--- config.mk ---
export PLATFORM = sky130hd
export DESIGN_NAME = lsu_byte_seq
export DESIGN_NICKNAME = d
export VERILOG_FILES = /design/src/rtl/lsu_byte_seq.sv
export SDC_FILE = /design/constraint.sdc
export NUM_CORES = 1
export LEC_CHECK = 0
export CAP_MARGIN = 5
export CORE_ASPECT_RATIO = 1.4
export CORE_MARGIN = 10
export CORE_UTILIZATION = 47
export DETAILED_ROUTE_END_ITERATION = 10
export PLACE_DENSITY_LB_ADDON = 0.05
export SLEW_MARGIN = 40
export SYNTH_ARGS = -nofsm -noshare
export SYNTH_HDL_FRONTEND = slang
export SYNTH_SLANG_ARGS = --single-unit
--- constraint.sdc ---
create_clock -name clk -period 3.3 [get_ports clk]
set_input_delay 0.66 -clock clk [delete_from_list [all_inputs] [get_ports clk]]
set_output_delay 0.66 -clock clk [all_outputs]
set_load 0.005 [all_outputs]
--- src/rtl/lsu_byte_seq.sv ---
// Load/store sequencer: serialises byte/half/word requests onto a byte-wide synchronous RAM,
// little-endian, with zero/sign extension of load results and error return for bad requests.
module lsu_byte_seq #(
   parameter int ADDR_W = 11,
   parameter int DEPTH  = 2048
) (
   input  logic              clk,
   input  logic              rst_n,
   input  logic              req_valid,
   output logic              req_ready,
   input  logic              req_we,
   input  logic [1:0]        req_size,
   input  logic              req_unsigned,
   input  logic [31:0]       req_addr,
   input  logic [31:0]       req_wdata,
   output logic              rsp_valid,
   output logic              rsp_err,
   output logic [31:0]       rsp_rdata,
   output logic              mem_en,
   output logic              mem_we,
   output logic [ADDR_W-1:0] mem_addr,
   output logic [7:0]        mem_wdata,
   input  logic [7:0]        mem_rdata
);

   localparam logic [1:0] S_IDLE   = 2'd0;
   localparam logic [1:0] S_ACCESS = 2'd1;
   localparam logic [1:0] S_DRAIN  = 2'd2;
   localparam logic [1:0] S_RESP   = 2'd3;

   localparam logic [31:0] DEPTH_L = 32'(DEPTH);

   logic [1:0]        state;
   logic [1:0]        cnt;
   logic [1:0]        size_q;
   logic [1:0]        last;
   logic              we_q;
   logic              uns_q;
   logic              err_q;
   logic [ADDR_W-1:0] addr_q;
   logic [31:0]       wdata_q;
   logic [31:0]       rbuf;
   logic              req_bad;
   logic [4:0]        cap_sh;

   always_comb begin
      req_bad = (req_size == 2'b00)
             || (req_size == 2'b10 && req_addr[0])
             || (req_size == 2'b11 && req_addr[1:0] != 2'b00)
             || (req_addr >= DEPTH_L);
   end

   always_comb begin
      case (size_q)
         2'b01:   last = 2'd0;
         2'b10:   last = 2'd1;
         default: last = 2'd3;
      endcase
   end

   // Read data lags the strobe by one cycle: lane cnt-1 in ACCESS, final lane in DRAIN.
   always_comb begin
      if (state == S_DRAIN) cap_sh = {last, 3'b000};
      else                  cap_sh = {cnt - 2'd1, 3'b000};
   end

   always_ff @(posedge clk or negedge rst_n) begin
      if (!rst_n) begin
         state   <= S_IDLE;
         cnt     <= '0;
         size_q  <= '0;
         we_q    <= 1'b0;
         uns_q   <= 1'b0;
         err_q   <= 1'b0;
         addr_q  <= '0;
         wdata_q <= '0;
         rbuf    <= '0;
      end else begin
         case (state)
            S_IDLE: begin
               if (req_valid) begin
                  we_q    <= req_we;
                  size_q  <= req_size;
                  uns_q   <= req_unsigned;
                  addr_q  <= req_addr[ADDR_W-1:0];
                  wdata_q <= req_wdata;
                  err_q   <= req_bad;
                  cnt     <= '0;
                  rbuf    <= '0;
                  state   <= req_bad ? S_RESP : S_ACCESS;
               end
            end
            S_ACCESS: begin
               if (!we_q && cnt != 2'd0) rbuf[cap_sh +: 8] <= mem_rdata;
               if (cnt == last) begin
                  cnt   <= '0;
                  state <= we_q ? S_RESP : S_DRAIN;
               end else begin
                  cnt <= cnt + 2'd1;
               end
            end
            S_DRAIN: begin
               rbuf[cap_sh +: 8] <= mem_rdata;
               state <= S_RESP;
            end
            default: state <= S_IDLE;
         endcase
      end
   end

   // Outputs decode registered state so reset clears them without waiting for a clock.
   always_comb begin
      req_ready = (state == S_IDLE);
      mem_en    = (state == S_ACCESS);
      mem_we    = mem_en && we_q;
      mem_addr  = '0;
      mem_wdata = '0;
      if (mem_en) begin
         mem_addr  = addr_q + {{(ADDR_W-2){1'b0}}, cnt};
         mem_wdata = wdata_q[{cnt, 3'b000} +: 8];
      end
      rsp_valid = (state == S_RESP);
      rsp_err   = rsp_valid && err_q;
      rsp_rdata = '0;
      if (rsp_valid && !err_q && !we_q) begin
         case (size_q)
            2'b01:   rsp_rdata = {{24{!uns_q && rbuf[7]}}, rbuf[7:0]};
            2'b10:   rsp_rdata = {{16{!uns_q && rbuf[15]}}, rbuf[15:0]};
            default: rsp_rdata = rbuf;
         endcase
      end
   end

endmodule

==> metrics.yaml, run 1 <==
fmax_mhz: 319
start_kind: "flop"
via_per_inst: 5.40
cts_hold_buffers: 0
cp-end-kind: "output pin"
cts-root-buf: "clkbuf_16"
timing.final.ws_setup_ps: 165
synth_top_flop_cell: "dfrtp_1"
num_vias: 3426
final_core_util_pct: 68.2
postCtsSetupBuffers: 0
pre_cts_ws_ps: 476
start_util_pct: 48.7
firstDrtPassIters: 4
antenna_found_initial: 0
drt_wl_total_microns: 11300
relSlewSlack_pct: 56.1
remaining_drc_errors: 0
holdWs_ps: 346
fill_cells: 722
ir_drop_v: 0.000503
yosysSeqAreaShare_pct: 47.3
hold_class: "in2async"
ys.warnings.count: 0
io_pins: 135
drt_iter0_drc: 90
final_cells: 635
placed_cell_area_sq_um: 5880
path_class: "reg2out"
synth_cell_types: 47
cap_violations: 0
rsz0062_at_grt: "false"
cts.htree.levels: 3
clk_pin_slew_ps: 60
cp_max_fo: 3
worst_slew_pin_slew_ps: 658
final_layout_size_suffix_gt1_share_pct: 19.1
cp.arrival_ps: 2470
track_usage_pct: 16.8
area_growth_pct: 40.0
overflow: 0
synth_edf_count: 0
antenna_cells: 0
p_leak_nw: 2.50
dp_hpwl_microns: 8740
drv_slew: 0
die_y_microns: 135
rows: 41
placed_cells: 619
portBuffers: 134
finalSetupViolCount: 0
core_area_sq_um: 9130
cts_made_buffers: 9
startpoint: "cnt[0]$_DFFE_PN0P_"
finalCriticalPeriod_ps: 3130
layout_common_cells: "clkdlybuf4s50_1 (133), dfrtp_1 (84), mux2_2 (45)"
finalPower_mw: 5.36
skew_ps: 7.48
final_antenna_net_count: 0
reg2reg_from: "size_q[0]$_DFFE_PN0P_"
synth_area_sq_um: 4450
final_common_cell: "clkdlybuf4s50_1"
outcome: "completed"
fin_nets: 617
clk_latency_ps: 350
tns_ps: 0
async_flop_share_pct: 100
p_per_area_nw_per_um2: 861
syn_area_per_cell_sq_um: 11.4
syn_inst: 390
grt_max_degree: 85
die_w_microns: 102
final_area_sq_um: 6230
hold_viol_final: 0
post-route-period-util_pct: 95.0
syn-num-nets: 484
gp_congestion: 0.823
wire_per_inst_microns: 17.7
cts_sinks: 84
first_global_vias: 3631
ys_seq_elements: 84
grt_pass1_wl_microns: 18200
clockBufferDepth: 2
cts_tree: "built"
dieArea_sq_um: 13800
required_ps: 2640
-- final timing paths --
path / slack (ps) / endpoint / depth (start not counted)
min in group clk: 510 / rbuf[20]$_DFFE_PN0P_ / 1
worst max-delay path: 170 / mem_addr[10] / 7
max in group asynchronous: 2490 / cnt[0]$_DFFE_PN0P_ / 1
worst min register to register: 510 / rbuf[20]$_DFFE_PN0P_ / 1
worst min-delay path: 350 / rbuf[26]$_DFFE_PN0P_ / 1
worst max register to register: 520 / rbuf[23]$_DFFE_PN0P_ / 9
-- cells in the mapped netlist, drive strengths merged (2+ instances only) --
library cell  instances  area, sq um
a21oi                30          188
a22o                 25          219
and2                 21          131
buf                  12         75.1
clkbuf                6         22.5
dfrtp                84         2100
ha                   14          175
inv                  36          135
mux2                 45          507
mux2i                 2         23.8
mux4                  8          180
nand2                18         67.6
nand2b                2         15.0
nand3                12         60.1
nand4                 6         52.6
nor2                 12         47.6
nor2b                 2         12.5
nor3                  5         36.3
nor4                  4         25.0
o21ai                18          105
or3                   4         25.0
xnor2                 8         70.1
xor2                  3         26.3
-- routing by layer --
layer	GRT usage [%]	part of all wire [%]	vias up
li1	-	-	1641
met2	28.8	51	102
met5	0	0	-
met4	6.76	2.1	0
met3	4.90	6.5	23
met1	19.0	40	1660
-- flip-flops by register name (all words and copies together), names as in the netlist --
signal   cells
we_q         1
err_q        1
size_q       2
cnt          2
wdata_q     32
addr_q      11
rbuf        32
state        2
uns_q        1
-- cells by family (layout without fill, tap and decap cells) --
logic type | count (synthesis) | in the layout | synth area share (%)
muxes | 55 | 55 | 16.0
buffers and inverters | 54 | 192 | 5.23
AOI/OAI and AO/OA | 80 | 80 | 13.1
DFF | 84 | 84 | 47.3
xor gates and xnor gates | 11 | 11 | 2.17
adders and majority gates | 15 | 15 | 4.39
and+or+nand+nor | 91 | 91 | 11.8
-- final cells by class --
| class | instances | area, sq um | share of cell area [%] |
|---|---|---|---|
| inverters | 36 | 135 | 2.17 |
| repair buffers | 140 | 1400 | 22.5 |
| clock inverters | 6 | 95.1 | 1.53 |
| multi-input cells | 252 | 2120 | 34.0 |
| well taps | 107 | 134 | 2.15 |
| flip-flops and latches | 84 | 2100 | 33.8 |
| clock buffers | 10 | 239 | 3.84 |
-- power by group --
group,switching [mW],total [mW],internal [mW]
sequential,0.262,1.71,1.45
combinational,1.27,2.54,1.27
clock,0.419,1.11,0.689
-- worst max-delay path: stages, from the launching register on --
cell             delay (ps)
dfrtp_1                 380
ha_1                    220
fa_1                    420
and4_1                  200
or3b_1                  180
xnor2_1                 100
and2_1                  130
clkdlybuf4s50_1         500
-- what timing repair did --
action / CTS / global route
setup endpoints to repair: 0 / 5
endpoints found under the hold margin: 0 / 0
gates resized for setup: 0 / 1
Power figures use the tool's default switching activity.
==> run 2: changes to the inputs <==
--- a/config.mk
+++ b/config.mk
@@ -10,3 +10,3 @@
 export CORE_MARGIN = 10
-export CORE_UTILIZATION = 47
+export CORE_UTILIZATION = 50
 export DETAILED_ROUTE_END_ITERATION = 10
==> constraint.sdc (replaced) <==
create_clock -name clk -period 3.7 [get_ports clk]
set_input_delay 0.555 -clock clk [delete_from_list [all_inputs] [get_ports clk]]
set_output_delay 0.555 -clock clk [all_outputs]
set_load 0.005 [all_outputs]
==> metrics.yaml, run 2 (synthesis gave the netlist of run 1 again) <==
switchingPower_mw: 1.77  # was 1.95 mW
cp_max_fo: 17  # was 3
relSlewSlack_pct: 55.6  # was 56.1%
combPwrFrac_pct: 48.9  # was 47.5%
p_leak_nw: 2.45  # was 2.50 nW
finalSetupViolCount: 0  # unchanged
firstDrtPassIters: 4  # unchanged
hold_viol_final: 0  # unchanged
fin_nets: 614  # was 617
fill_cells: 677  # was 722
clockBufferDepth: 2  # unchanged
fmax_mhz: 307
core_area_sq_um: 8660  # was 9130 sq um
cp-end-kind: "output pin"  # unchanged
rows: 40  # was 41
antenna_found_initial: 0  # unchanged
sw_frac_of_total_pct: 38.0  # was 36.4%
first_global_vias: 3802  # was 3631
placed_cells: 614  # was 619
antenna_cells: 0  # unchanged
io_pins: 135  # unchanged
path_class: "reg2out"  # unchanged
final_antenna_net_count: 0  # unchanged
cp.arrival_ps: 2700  # was 2470 ps
layout_common_cells: "clkdlybuf4s50_1 (133), dfrtp_1 (84), mux2_2 (45)"  # unchanged
die_y_microns: 132  # was 135 microns
drv_slew: 0  # unchanged
seq_power_share_pct: 33.1  # was 31.9%
cts-resized-gates: 0  # unchanged
die_w_microns: 99.7  # was 102 microns
path_buf_inv: 2  # was 1
finalCriticalPeriod_ps: 3260
drt_iter0_drc: 150  # was 90
path_cells: "ha_1, inv_2, or3_1, o21bai_4, a21oi_1, clkdlybuf4s50_1"  # was ha_1, fa_1, and4_1, or3b_1, xnor2_1, and2_1, clkdlybuf4s50_1
postCtsSetupBuffers: 0  # unchanged
area_growth_pct: 37.9  # was 40.0%
remaining_drc_errors: 0  # unchanged
outcome: "completed"  # unchanged
ir_drop_v: 0.000537  # was 0.000503 V
final_layout_size_suffix_gt1_share_pct: 18.5  # was 19.1%
clk_latency_ps: 340  # was 350 ps
power.clock.fraction_pct: 18.0  # was 20.7%
start_util_pct: 51.4  # was 48.7%
post-route-period-util_pct: 88.0
p_int_mw: 2.88  # was 3.41 mW
startpoint: "state[0]$_DFFE_PN0P_"  # was cnt[0]$_DFFE_PN0P_
cap_violations: 0  # unchanged
drt_wl_total_microns: 11500  # was 11300 microns
final_common_cell: "clkdlybuf4s50_1"  # unchanged
final_cells: 630  # was 635
skew_ps: 6.61  # was 7.48 ps
wire_per_inst_microns: 18.2  # was 17.7 microns
gp_congestion: 0.791  # was 0.823
dp_hpwl_microns: 8880  # was 8740 microns
tns_ps: 0  # unchanged
cp_top_family: "buffers and inverters"  # was adder cells
p_per_area_nw_per_um2: 757  # was 861 nW/um^2
worst_slew_pin_slew_ps: 666  # was 658 ps
cts_hold_buffers: 0  # unchanged
reg2reg_from: "state[0]$_DFFE_PN0P_"  # was size_q[0]$_DFFE_PN0P_
grt_max_degree: 85  # unchanged
holdWs_ps: 233  # was 346 ps
start_kind: "flop"  # unchanged
cts.htree.levels: 3  # unchanged
cts-root-buf: "clkbuf_16"  # unchanged
grt_pass1_wl_microns: 19400  # was 18200 microns
cts_made_buffers: 9  # unchanged
track_usage_pct: 18.2  # was 16.8%
largestRegisters: "rbuf x32, wdata_q x32, addr_q x11"  # unchanged
dieArea_sq_um: 13100  # was 13800 sq um
cts_tree: "built"  # unchanged
rsz0062_at_grt: "false"  # unchanged
hold_class: "in2async"  # unchanged
overflow: 0  # unchanged
via_per_inst: 5.39  # was 5.40
critPathSlowestCell: "or3_1"  # was clkdlybuf4s50_1
portBuffers: 134  # unchanged
max_stage_delay_ps: 600  # was 500 ps
cts_sinks: 84  # unchanged
required_ps: 3140  # was 2640 ps
num_vias: 3398  # was 3426
clk_pin_slew_ps: 60  # about the same
run 2: cell types whose count changed in the layout (fill, tap and decap cells not counted), sizes merged:
cell      previous run  this run
buf                  6         3
bufinv               2         0
clkinv               3         1
clkinvlp             0         3
inv                 37        38
run 2: stage by stage:
stage / util (%) / area, sq um / setup WS, ps / power, mW
6_report: 70.8 / 6130 / 442 / 4.64
5_1_grt: 70.8 / 6130 / 211 / 5.00
4_1_cts: 70.8 / 6130 / 423 / 4.69
3_5_place_dp: 67.5 / 5850 / 781 / 3.83
3_3_place_gp: 67.5 / 5840 / 874 / 3.74
2_1_floorplan: - / 4450 / 1250 / 3.09
run 2: cell type report:
cell class / count / area (sq um) / share of cell area, %
multi-input combinational: 252 / 2120 / 34.5
sequential: 84 / 2100 / 34.3
timing repair buffer: 137 / 1370 / 22.3
clock buffer: 10 / 229 / 3.73
inverter: 36 / 135 / 2.20
tap: 105 / 131 / 2.14
clock inverter: 6 / 48.8 / 0.796
run 2: final timing paths:
path,end,slack (ps),cells after the start
max,rsp_rdata[16],440,6
min in group clk,rbuf[17]$_DFFE_PN0P_,510,1
max in group asynchronous,addr_q[0]$_DFFE_PN0P_,2980,1
min,rbuf[23]$_DFFE_PN0P_,230,1
min reg2reg,rbuf[17]$_DFFE_PN0P_,510,1
max reg2reg,rbuf[23]$_DFFE_PN0P_,850,9
run 2: power groups by stage:
| stage | Combinational (mW) | Clock (mW) | Sequential [mW] |
|---|---|---|---|
| after global routing | 2.51 | 0.902 | 1.59 |
| final | 2.27 | 0.837 | 1.54 |
| after floorplan | 1.62 | 0 | 1.47 |
| after detailed placement | 2.28 | 0 | 1.55 |
| after global placement | 2.22 | 0 | 1.52 |
| after CTS | 2.30 | 0.860 | 1.53 |
run 2: layer usage:
layer / vias up / global-route usage (%) / routed length, microns
met5: - / 0 / 0
met4: 0 / 7.59 / 240
met3: 20 / 4.98 / 703
met2: 103 / 31.9 / 6130
met1: 1641 / 20.0 / 4380
li1: 1634 / - / -
==> run 3: changes to the inputs <==
Settings changed: TNS_END_PERCENT set to 30.
==> results of run 3 <==
No change in the layout: final DEF, timing and power equal those of run 2.
==> RTL edit 1 (flow settings as in run 2) <==
Change the parameter `ADDR_W` from 11 to 12.
--- a/src/rtl/lsu_byte_seq.sv
+++ b/src/rtl/lsu_byte_seq.sv
@@ -2,5 +2,5 @@
 // little-endian, with zero/sign extension of load results and error return for bad requests.
 module lsu_byte_seq #(
-   parameter int ADDR_W = 11,
+   parameter int ADDR_W = 12,
    parameter int DEPTH  = 2048
 ) (
Ports: changed (resized mem_addr); port bits go from 135 to 136. No check against the original RTL was run, so the function may have changed too.
==> RTL edit 1 against run 2 <==
  * Sequential cell count rose by 1
  * Synthesized area up 0.11%
  * Non-clock buffer count rose by 2
  * Total power fell by 2.2%
  * Cell area rose by 0.14%
  * Clock power up 2.9%
  * Routed wire length decreased by 0.24%
  * Global-route usage decreased by 0.38 points
  * Worst setup slack worse by 0.071 ns
==> RTL edit 1: results <==
metrics = {
    "placed_design": {
        "port_buffers": 135,
        "gp_congestion": 0.805,
        "detailedPlacementHpwl_microns": 8800,
        "pre_cts_ws_ns": 0.740,
    },
    "global_route": {
        "grtUsageTotal_pct": 17.9,
        "vias_in_the_first_global_route": 3800,
        "grt_pass1_wl_microns": 19000,
        "grt_max_degree": 86,
    },
    "critical_path": {
        "worst-r2r-setup-slack_ns": 0.96,
        "worst-r2r-cell-count": 9,
        "critical_path.reg2reg.endpoint": "rbuf[11]",
        "reg_to_reg_critical_path_startpoint": "cnt[0]",
    },
    "cells_and_area": {
        "largest_registers": "rbuf (32), wdata_q (32), addr_q (12)",
        "finish.net_count": 616,
        "drive_gt1_share_pct": 17.8,
    },
    "clock_network": {
        "postCtsSetupBuffers": 0,
    },
    "timing": {
        "worst_hold_margin_ns": 0.249,
        "max-slew-margin-rel_pct": 45.2,
    },
    "power_and_ir_drop": {
        "irDropWorstVdd_v": 0.000382,
        "power.switching_fraction_pct": 36.7,
        "pleak_nw": 2.51,
    },
    "yosys": {
        "syn_nets": 486,
        "synth_sequential_area_ratio_pct": 47.8,
        "synth_cell_type_count": 41,
        "synth.top_cells.by_area": "dfrtp_1 (48%), mux2_2 (12%), a22o_1 (4.9%)",
    },
    "route": {
        "via_count": 3426,
        "drt-initial-drc-count": 95,
    },
    "run_status": {
        "status": "finished, final reports clean",
    },
}
RTL edit 1: changes by cell type after synthesis, moves of 3 or more:
cell and change:
nand4_1 -3, mux2_2 +3, o21ai_1 +3, o21ai_2 -3
and3_1 +4
RTL edit 1: power groups by stage:
stage          registers (W)  logic (W)  clock network (W)
2_1_floorplan        0.00151    0.00151                  0
3_3_place_gp         0.00156    0.00206                  0
3_5_place_dp         0.00159    0.00212                  0
4_1_cts              0.00157    0.00214           0.000871
5_1_grt              0.00163    0.00234           0.000912
6_report             0.00157    0.00211           0.000861
RTL edit 1: final cells by class:
type / count / area, sq um
clock buffers: 10 / 239
clock inverters: 6 / 47.5
fillers: 668 / 2520
inverters: 35 / 131
multi-input cells: 252 / 2080
flip-flops and latches: 85 / 2130
well taps: 105 / 131
repair buffers: 139 / 1390
RTL edit 1: worst max path at each step:
stage,start,slack (ns),endpoint,cells past startpoint
after floorplan,cnt[1],1.39,rbuf[10],10
after global placement,state[0],0.84,rsp_rdata[31],5
after detailed placement,state[0],0.74,rsp_rdata[18],5
after CTS,state[0],0.36,rsp_rdata[18],5
after global routing,state[0],0.19,rsp_rdata[20],5
final,state[0],0.37,rsp_rdata[18],5
RTL edit 1: logic make-up (layout without fill, tap and decap cells):
family,after synthesis,count (layout),share of synthesized area [%]
xor+xnor,12,12,2.36
buf+inv,55,190,5.59
compound gates,78,78,12.5
fa+ha+maj,15,15,4.38
mux,57,57,16.4
flops,85,85,47.8
simple gates,90,90,11.0
RTL edit 1: metrics by stage:
stage                     instance area [sq um]  std cells
final                                      6140        632
after global routing                       6140        632
after CTS                                  6140        632
after detailed placement                   5850        616
after global placement                     5850        616
after floorplan                            4450        392
RTL edit 1: worst max-delay path, cell delays in order, from the launching register on:
cell and delay, ns:
dfrtp_1 0.40, ha_1 0.28, or3b_1 0.64, o21bai_4 0.40, a21oi_1 0.18, clkdlybuf4s50_1 0.53
RTL edit 1: per-layer routing:
metal	vias to the layer above	routed length, microns	track usage (%)
li1	1637	-	-
met1	1683	4160	18.3
met2	96	6210	32.3
met3	10	886	5.93
met4	0	160	6.47
met5	-	0	0
==> RTL edit 2 (config.mk and constraints of run 2) <==
Without the edit above. Register the output `rsp_err`, cleared by the reset; this adds one clock of latency there. The other outputs are not delayed to match.
--- a/src/rtl/lsu_byte_seq.sv
+++ b/src/rtl/lsu_byte_seq.sv
@@ -30,4 +30,6 @@
 
    localparam logic [31:0] DEPTH_L = 32'(DEPTH);
+
+   logic rsp_err_d;
 
    logic [1:0]        state;
@@ -121,5 +123,5 @@
       end
       rsp_valid = (state == S_RESP);
-      rsp_err   = rsp_valid && err_q;
+      rsp_err_d = rsp_valid && err_q;
       rsp_rdata = '0;
       if (rsp_valid && !err_q && !we_q) begin
@@ -132,4 +134,12 @@
    end
 
+   always_ff @(posedge clk or negedge rst_n) begin
+      if (!rst_n) begin
+         rsp_err <= '0;
+      end else begin
+         rsp_err <= rsp_err_d;
+      end
+   end
+
 endmodule
 
Check against the original RTL: not equivalent (Yosys sat finds a counterexample within 4 cycles, from zero or initial values and one cycle with rst_n low).
==> RTL edit 2 against run 2 <==
  * Synthesized area barely moved
  * Routed wire length fell by 1.2%
  * Cell count rose by 0.16%
  * Cell area rose by 0.33%
  * Core utilization rose by 0.23 points
  * Fmax fell by 3.0%
  * Total power fell by 2.1%
  * Worst setup slack got worse by 0.10 ns
  * Global-route usage fell by 0.69 points
  * Die area barely moved
  * Sequential cell count rose by 1
  * Critical path type unchanged
  * Critical endpoint is now rsp_rdata[17]
  * Largest cell class is now sequential cells
==> RTL edit 2: results <==
metrics = {
    "run_status": {
        "status": "finished, final reports clean",
    },
    "power_and_ir_drop": {
        "irDropWorstVdd_v": 0.000497,
        "p_switching_w": 0.00169,
        "pwr-share-comb_pct": 47.2,
        "pleak_nw": 2.48,
        "seq_power_share_pct": 33.7,
        "power_w": 0.00454,
    },
    "timing": {
        "timing.clock.skew_ns": 0.00590,
        "worst-slew-pin-transition_ns": 0.747,
        "worst_hold_margin_ns": 0.239,
        "setup_slack_ns": 0.342,
    },
    "placed_design": {
        "detailedPlacementHpwl_microns": 8700,
        "gp_congestion": 0.777,
        "detailed_place.area_sq_um": 5860,
    },
    "route": {
        "drt-initial-drc-count": 113,
        "dr.pass1.iters": 5,
        "via_count": 3402,
    },
    "hold_path": {
        "hold_path.class": "primary input to async pin",
    },
    "cells_and_area": {
        "drive_gt1_share_pct": 17.5,
        "final.fill_count": 652,
    },
    "critical_path": {
        "cp.arrival_ns": 2.80,
        "cpPeakStageDelay_ns": 0.62,
        "critical_path.reg2reg.endpoint": "rbuf[31]",
        "setup.worst_path.end": "rsp_rdata[17]",
        "worst-r2r-setup-slack_ns": 0.91,
        "worst-r2r-cell-count": 11,
        "timing.critical_path.from": "state[1]",
        "reg_to_reg_critical_path_startpoint": "cnt[0]",
    },
    "global_route": {
        "vias_in_the_first_global_route": 3749,
        "grt_pass1_wl_microns": 18800,
        "grtUsageTotal_pct": 17.6,
    },
    "clock_network": {
        "clock_tree_from_tritoncts": "yes",
    },
    "yosys": {
        "syn_nets": 485,
        "synth_cell_type_count": 46,
        "commonest_cells_post_synth": "dfrtp_1 (85), mux2_2 (45), inv_1 (35)",
        "synth_sequential_area_ratio_pct": 47.8,
    },
}
## RTL edit 2: cell count changes after synthesis, moves of 2 or more
cell,before,now
o21ai_1,1,5
o21ai_2,4,0
buf_1,0,2
buf_2,9,7
## RTL edit 2: cells by family after synthesis
kind of cell / share of synthesized area, %
AOI/OAI and AO/OA: 12.9
and+or+nand+nor: 11.5
muxes: 16.2
buffers and inverters: 5.09
adders and majority gates: 4.39
DFF: 47.8
xor gates and xnor gates: 2.17
## RTL edit 2: cell type report
class                           instances  area [sq um]  area share, %
Sequential cell                        85          2130           34.6
Multi-Input combinational cell        251          2100           34.1
Timing Repair Buffer                  137          1370           22.2
Clock buffer                           12           256           4.17
Inverter                               37           139           2.26
Tap cell                              105           131           2.14
Clock inverter                          4          31.3          0.509
## RTL edit 2: metal layers
metal,up-vias,global-route usage (%),share of wire (%)
met5,-,0,0
met1,1654,19.3,38
met3,14,6.72,7.7
met2,95,30.0,53
li1,1639,-,-
met4,0,5.59,1.4
